`config.mk`:
```
export PLATFORM = sky130hd
export DESIGN_NAME = hps_link_master_flat
export DESIGN_NICKNAME = d
export VERILOG_FILES = /design/src/rtl/hps_link_master_if.sv /design/src/rtl/hps_link_master.sv /design/src/flat_wrapper.sv
export SDC_FILE = /design/constraint.sdc
export NUM_CORES = 1
export LEC_CHECK = 0
export CAP_MARGIN = 25
export CORE_UTILIZATION = 40
export DETAILED_ROUTE_END_ITERATION = 7
export HOLD_SLACK_MARGIN = 0.03
export PLACE_DENSITY_LB_ADDON = 0.2
export SYNTH_ARGS = -nofsm -noshare
export SYNTH_HDL_FRONTEND = slang
export SYNTH_SLANG_ARGS = --single-unit
```
`constraint.sdc`:
```
create_clock -name clk -period 3.8 [get_ports clk]
set_input_delay 0.76 -clock clk [delete_from_list [all_inputs] [get_ports clk]]
set_output_delay 0.76 -clock clk [all_outputs]
set_load 0.05 [all_outputs]
```
`src/rtl/hps_link_master_if.sv`:
```
// -----------------------------------------------------------------------------
// hps_link_master_if
//   The 32-bit host link word pair between the link master (HPS side) and the
//   coprocessor-side manager.
//
//   link_out : master -> device. [0] data flag, [3:1] op, [11:4] A, [19:12] B,
//              [30] result ack, all other bits 0.
//   link_in  : device -> master. [0] element ack, [8:0]/[17:9]/[26:18] results,
//              [30] result valid.
//
//   Modports: master (drives link_out), slave (drives link_in).
// -----------------------------------------------------------------------------
interface hps_link_master_if;
   logic [31:0] link_out;
   logic [31:0] link_in;

   modport master (output link_out, input  link_in);
   modport slave  (input  link_out, output link_in);
endinterface

```
`src/rtl/hps_link_master.sv`:
```
// -----------------------------------------------------------------------------
// hps_link_master
//   Hardware initiator for the host link. Streams N_ELEM (A, B) element pairs
//   plus an opcode to the device using the flag/ack handshake, then collects
//   the nine-bit results (8 triple words and 1 single word), acknowledging each
//   word. Used for standalone bring-up and self-test in place of the HPS.
//
// Ports
//   clk, reset            system clock, synchronous active-high reset
//   start_i, opcode_i     begin a transaction (sampled in IDLE/ERR), opcode
//   elem_addr_o           index of the next element to send
//   elem_a_i, elem_b_i    A/B[elem_addr_o], combinational read
//   link                  link word pair (master modport)
//   res_we_o              one-cycle result write strobe
//   res_idx_o             base index of the written results
//   res_data_o            captured link_in[26:0]
//   res_cnt_o             valid results in res_data_o (3 or 1)
//   busy_o, done_o        transaction in progress / one-cycle completion pulse
//   error_o               sticky timeout flag
// -----------------------------------------------------------------------------
module hps_link_master #(
   parameter int TIMEOUT = 65535,   // cycles in SEND/WAIT_RES before error, 0 = never
   parameter int TW      = 16       // timeout counter width
) (
   input  logic                clk,
   input  logic                reset,
   input  logic                start_i,
   input  logic [2:0]          opcode_i,
   output logic [4:0]          elem_addr_o,
   input  logic [7:0]          elem_a_i,
   input  logic [7:0]          elem_b_i,
   hps_link_master_if.master   link,
   output logic                res_we_o,
   output logic [4:0]          res_idx_o,
   output logic [26:0]         res_data_o,
   output logic [1:0]          res_cnt_o,
   output logic                busy_o,
   output logic                done_o,
   output logic                error_o
);

   // Element count is fixed by the link protocol.
   localparam int             N_ELEM    = 25;
   localparam logic [4:0]     LAST_ADDR = 5'(N_ELEM);
   localparam logic [3:0]     LAST_W    = 4'((N_ELEM - 1) / 3);
   localparam logic [TW-1:0]  TMO_LIM   = TW'(TIMEOUT);

   typedef enum logic [2:0] {
      S_IDLE, S_SEND, S_GAP, S_WAIT_RES, S_ACK3, S_ACKF1, S_ACKF2, S_ERR
   } state_e;

   state_e          state_q, state_d;
   logic [4:0]      addr_q, addr_d;
   logic [3:0]      w_q, w_d;
   logic [TW-1:0]   tmo_q, tmo_d;
   logic [2:0]      op_q, op_d;
   logic [7:0]      a_q, a_d;
   logic [7:0]      b_q, b_d;
   logic            flag_q, flag_d;
   logic            ack_q, ack_d;
   logic            res_we_q, res_we_d;
   logic [4:0]      res_idx_q, res_idx_d;
   logic [26:0]     res_data_q, res_data_d;
   logic [1:0]      res_cnt_q, res_cnt_d;
   logic            busy_q, busy_d;
   logic            done_q, done_d;
   logic            error_q, error_d;
   logic            tmo_hit;

   assign tmo_hit = (TIMEOUT != 0) && (tmo_q == TMO_LIM);

   // NOTE: every variable written here gets a default first, so no path
   // through the case can leave one unassigned and infer a latch.
   always_comb begin
      state_d    = state_q;
      addr_d     = addr_q;
      w_d        = w_q;
      op_d       = op_q;
      a_d        = a_q;
      b_d        = b_q;
      flag_d     = flag_q;
      ack_d      = ack_q;
      res_we_d   = 1'b0;
      res_idx_d  = res_idx_q;
      res_data_d = res_data_q;
      res_cnt_d  = res_cnt_q;
      busy_d     = busy_q;
      done_d     = 1'b0;
      error_d    = error_q;

      case (state_q)
         S_IDLE, S_ERR: begin
            // addr_q is 0 in both states, so elem_a/b_i hold element 0 here.
            if (start_i) begin
               op_d    = opcode_i;
               a_d     = elem_a_i;
               b_d     = elem_b_i;
               flag_d  = 1'b1;
               ack_d   = 1'b0;
               w_d     = '0;
               busy_d  = 1'b1;
               error_d = 1'b0;
               state_d = S_SEND;
            end
         end

         S_SEND: begin
            if (tmo_hit) begin
               state_d = S_ERR;
            end else if (link.link_in[0]) begin
               flag_d  = 1'b0;
               addr_d  = addr_q + 5'd1;
               state_d = S_GAP;
            end
         end

         // Flag is low for exactly this one cycle; the device advances its
         // index on the closing edge.
         S_GAP: begin
            if (addr_q < LAST_ADDR) begin
               flag_d  = 1'b1;
               a_d     = elem_a_i;
               b_d     = elem_b_i;
               state_d = S_SEND;
            end else begin
               addr_d  = '0;
               w_d     = '0;
               state_d = S_WAIT_RES;
            end
         end

         S_WAIT_RES: begin
            if (tmo_hit) begin
               state_d = S_ERR;
            end else if (link.link_in[30]) begin
               res_we_d   = 1'b1;
               res_data_d = link.link_in[26:0];
               res_idx_d  = {w_q, 1'b0} + {1'b0, w_q};   // 3 * w
               ack_d      = 1'b1;
               if (w_q == LAST_W) begin
                  res_cnt_d = 2'd1;
                  state_d   = S_ACKF1;
               end else begin
                  res_cnt_d = 2'd3;
                  state_d   = S_ACK3;
               end
            end
         end

         // Strict one-cycle ack: a longer ack would double-advance the device.
         S_ACK3: begin
            ack_d   = 1'b0;
            w_d     = w_q + 4'd1;
            state_d = S_WAIT_RES;
         end

         // Final word: ack is held one more cycle so the device sees ack with
         // valid low and leaves its result phase.
         S_ACKF1: state_d = S_ACKF2;

         S_ACKF2: begin
            flag_d  = 1'b0;
            ack_d   = 1'b0;
            op_d    = '0;
            a_d     = '0;
            b_d     = '0;
            done_d  = 1'b1;
            busy_d  = 1'b0;
            state_d = S_IDLE;
         end

         default: state_d = S_IDLE;
      endcase

      // Timeout entry: link goes quiet and addr returns to 0 so a restart
      // from ERR reads element 0.
      if (state_d == S_ERR && state_q != S_ERR) begin
         flag_d  = 1'b0;
         ack_d   = 1'b0;
         op_d    = '0;
         a_d     = '0;
         b_d     = '0;
         addr_d  = '0;
         busy_d  = 1'b0;
         error_d = 1'b1;
      end

      // Timeout counter restarts on any state change.
      if (state_d != state_q)
         tmo_d = '0;
      else if (state_q == S_SEND || state_q == S_WAIT_RES)
         tmo_d = tmo_q + 1'b1;
      else
         tmo_d = '0;
   end

   // NOTE: state registers use non-blocking assignments so every flop samples
   // the pre-edge value of every other, independent of statement order.
   always_ff @(posedge clk) begin
      if (reset) begin
         state_q    <= S_IDLE;
         addr_q     <= '0;
         w_q        <= '0;
         tmo_q      <= '0;
         op_q       <= '0;
         a_q        <= '0;
         b_q        <= '0;
         flag_q     <= 1'b0;
         ack_q      <= 1'b0;
         res_we_q   <= 1'b0;
         res_idx_q  <= '0;
         res_data_q <= '0;
         res_cnt_q  <= '0;
         busy_q     <= 1'b0;
         done_q     <= 1'b0;
         error_q    <= 1'b0;
      end else begin
         state_q    <= state_d;
         addr_q     <= addr_d;
         w_q        <= w_d;
         tmo_q      <= tmo_d;
         op_q       <= op_d;
         a_q        <= a_d;
         b_q        <= b_d;
         flag_q     <= flag_d;
         ack_q      <= ack_d;
         res_we_q   <= res_we_d;
         res_idx_q  <= res_idx_d;
         res_data_q <= res_data_d;
         res_cnt_q  <= res_cnt_d;
         busy_q     <= busy_d;
         done_q     <= done_d;
         error_q    <= error_d;
      end
   end

   assign link.link_out = {1'b0, ack_q, 10'd0, b_q, a_q, op_q, flag_q};
   assign elem_addr_o   = addr_q;
   assign res_we_o      = res_we_q;
   assign res_idx_o     = res_idx_q;
   assign res_data_o    = res_data_q;
   assign res_cnt_o     = res_cnt_q;
   assign busy_o        = busy_q;
   assign done_o        = done_q;
   assign error_o       = error_q;

endmodule

```
`src/flat_wrapper.sv`:
```
// flat-port wrapper written by rule: the top's interface ports become plain ports
module hps_link_master_flat 
#(
   parameter int TIMEOUT = 65535,                                                     
   parameter int TW      = 16                               
)
  (clk, reset, start_i, opcode_i, elem_addr_o, elem_a_i, elem_b_i, res_we_o, res_idx_o, res_data_o, res_cnt_o, busy_o, done_o, error_o, link_link_out, link_link_in);
  hps_link_master_if link_i ();
  input  logic clk;
  input  logic reset;
  input  logic start_i;
  input  logic [2:0] opcode_i;
  output logic [4:0] elem_addr_o;
  input  logic [7:0] elem_a_i;
  input  logic [7:0] elem_b_i;
  output logic res_we_o;
  output logic [4:0] res_idx_o;
  output logic [26:0] res_data_o;
  output logic [1:0] res_cnt_o;
  output logic busy_o;
  output logic done_o;
  output logic error_o;
  output wire logic [$bits(link_i.link_out)-1:0] link_link_out;
  input wire logic [$bits(link_i.link_in)-1:0] link_link_in;
  assign link_link_out = link_i.link_out;
  assign link_i.link_in = link_link_in;
  hps_link_master #(.TIMEOUT(TIMEOUT), .TW(TW)) u_core (.clk(clk), .reset(reset), .start_i(start_i), .opcode_i(opcode_i), .elem_addr_o(elem_addr_o), .elem_a_i(elem_a_i), .elem_b_i(elem_b_i), .link(link_i), .res_we_o(res_we_o), .res_idx_o(res_idx_o), .res_data_o(res_data_o), .res_cnt_o(res_cnt_o), .busy_o(busy_o), .done_o(done_o), .error_o(error_o));
endmodule
```
==> flow_summary.yaml <==
power_and_ir_drop:
  p_per_area_nw_per_um2: 371
  max-vdd-ir-drop_mv: 0.193
  total_power_mw: 1.90
  p_leak_nw: 1.76
synth:
  synth_edf_count: 0
  synth_top_area_share_pct: 46.2
  yosysTopAreaCell: "dfxtp_1"
  synthTopCellsByArea: "dfxtp_1 (46%), nand2_1 (9.3%), a21oi_1 (8.4%)"
  synth_flop_cell: "dfxtp_1"
  yosys_warnings: 0
  synthMuxAreaShare_pct: 0.564
  syn_inst: 464
  yosys.area_share.adder_pct: 2.86
  synth_top_family_by_area: "simple AND/OR/NAND/NOR gates"
  synth.ff_latch_count: 87
  synth_compound_area_share_pct: 16.1
  syn_area_per_cell_um2: 8.12
  ys_seq_area_share_pct: 46.2
  synthTopCellsByCount: "nand2_1 (93), dfxtp_1 (87), a21oi_1 (63)"
  yosysMostFrequentCell: "nand2_1"
  async_flop_share_pct: 0
  yosysUniqueCellTypes: 51
  synth_area_um2: 3770
  synthSimpleGateAreaFrac_pct: 23.7
  synthXorXnorAreaFrac_pct: 3.95
clock_network:
  cts-root-buf: "clkbuf_8"
  post_cts_buffers: 0
  cts_max_level: 3
  path_clk_slew_ns: 0.08
  numCtsBuffers: 9
  cts_resized: 0
  clock-sinks: 87
  cts_tree: "yes"
  worstSkewPairLatency_ns: 0.35
  cts_hold_buf: 0
  cts_buffer_depth: 2
drt:
  avgViaCountPerCell: 5.04
  drt-total-wl_um: 8910
  drt_iter0_drc: 123
  vias: 3439
  wire_per_inst_um: 13.1
  drcViolationCount: 0
  firstDrtPassIters: 4
  ant_nets: 0
sta:
  fin_crit_sh_pct: 62.8
  setup_viol: 0
  fin_skew_ns: 0.0111
  max_freq_mhz: 419
  timing.hold.ws_ns: 0.455
  drv_slew: 0
  relSlewSlack_pct: 51.0
  worstMarginPinSlew_ns: 0.727
  finalCriticalPeriod_ns: 2.39
  tns_ns: 0
  rsz0062_at_grt: "false"
  hold_violations: 0
floorplanning:
  coreArea_um2: 9200
  start_util_pct: 41.0
  dieArea_um2: 9810
  die_w_um: 99.1
  row_count: 35
  die_y_um: 99.1
  pin_count: 129
grt:
  grt_usage_pct: 18.7
  use_met1_pct: 22.7
  use_met3_pct: 4.11
  use_met2_pct: 33.3
  grt_max_degree: 44
  grt_antenna_before_repair: 0
  grt_overflow_total: 0
  grt_busiest_layer: "met2"
  grt_first_pass_wirelength_um: 15000
  grt_pass1_vias: 3263
placed_design:
  gp_congestion: 0.774
  io_buffers: 113
  dp_hpwl_um: 6130
worst_setup_path:
  r2r_end: "u_core.tmo_q[9]"
  reg2reg_slack_ns: 1.41
  path_max_fanout: 16
  crit_path_end_kind: "flip-flop"
  worstSetupPathType: "reg2reg"
  required_ns: 4.03
  arrival_ns: 2.61
  r2r_start: "u_core.tmo_q[0]"
  cp-start-kind: "flip-flop"
  rr_worst_depth: 6
final_layout:
  seqCellArea_um2: 1740
  area_delta_synth_final_pct: 35.7
  n_antenna_cell: 0
  drive_above_1_share_pct: 4.73
  fillers: 857
  finalNetCount: 628
  multi_input_area_um2: 1820
min_path:
  hp-start: "u_core.res_data_o[13]"
  hp-class: "reg2reg"
  hold_end: "u_core.res_data_o[13]"
  hold_depth: 2
status:
  outcome: "complete, no violations"
job:
  cap_violations: 0
metal layers:
metal  vias to the layer above  wire length, um
met5                         -                0
met4                         0               89
met3                         7              417
met2                        79             4400
met1                      1597             4000
li1                       1756                -
placed cells by master, fill, tap and decap left out, types with 2 or more instances in the layout:
master,n
a211oi_1,3
a21boi_0,2
a21oi_1,63
a221oi_1,3
a31oi_1,5
and2_1,4
and3_1,2
and4_1,2
buf_4,6
clkbuf_1,2
clkbuf_8,10
clkdlybuf4s50_1,113
clkinvlp_4,2
conb_1,11
dfxtp_1,87
ha_1,7
inv_1,10
nand2_1,93
nand2b_1,2
nand3_1,28
nand4_1,6
nor2_1,40
nor2b_1,5
nor3_1,6
nor3b_1,3
o211ai_1,2
o21ai_0,11
o21ai_1,2
xnor2_1,6
xor2_1,11
power by group:
part / total [mW] / internal [mW] / switching (mW)
registers: 0.958 / 0.935 / 0.0222
logic: 0.296 / 0.113 / 0.184
clock network: 0.645 / 0.325 / 0.320
total: 1.90 / 1.37 / 0.526
worst max-delay path: stages, from the launching register on:
cell      delay (ns)
dfxtp_1         0.37
ha_1            0.23
nand3_1         0.12
or3_4           0.45
o31ai_4         0.63
a2111o_2        0.38
nor2_1          0.09
area by class of cell:
cell class,count,share of cell area [%]
clock buffers,12,2.84
clock inverters,4,1.05
inverters,10,0.734
multi-input cells,339,35.6
flip-flops and latches,87,34.1
well taps,111,2.72
repair buffers,119,23.0
kinds of logic after synthesis:
logic type / Yosys count
AND/OR/NAND/NOR: 198
AO/OA/AOI/OAI: 103
flip-flops: 87
buffers and inverters: 48
XOR/XNOR: 17
adder cells (fa/ha/maj): 8
multiplexers: 2
other: 1
worst max-delay path by stage:
stage	start	endpoint	slack, ns	cells after the start
2_1_floorplan	u_core.elem_addr_o[0]	u_core.a_q[7]	1.81	6
3_3_place_gp	start_i	u_core.b_q[7]	1.20	5
3_5_place_dp	start_i	u_core.b_q[4]	1.29	6
4_1_cts	u_core.tmo_q[0]	u_core.tmo_q[7]	1.40	6
5_1_grt	u_core.tmo_q[0]	u_core.tmo_q[14]	1.24	6
6_report	u_core.tmo_q[0]	u_core.tmo_q[9]	1.41	6
sequential cells by signal, summed over array words and instances (netlist names), 2 cells and up:
signal,cells
u_core.res_cnt_o,2
u_core.w_q,4
u_core.a_q,8
u_core.elem_addr_o,5
u_core.op_q,3
u_core.tmo_q,16
u_core.res_data_o,27
u_core.res_idx_o,5
u_core.b_q,8
u_core.state_q,3
stage by stage:
stage | utilization, % | setup WS (ns) | instance area (um^2) | instances
2_1_floorplan | - | 1.81 | 3810 | 474
3_3_place_gp | 53.4 | 1.20 | 4910 | 665
3_5_place_dp | 53.5 | 1.29 | 4920 | 666
4_1_cts | 55.6 | 1.40 | 5110 | 682
5_1_grt | 55.6 | 1.24 | 5110 | 682
6_report | 55.6 | 1.41 | 5110 | 682
Power figures use the tool's default switching activity.
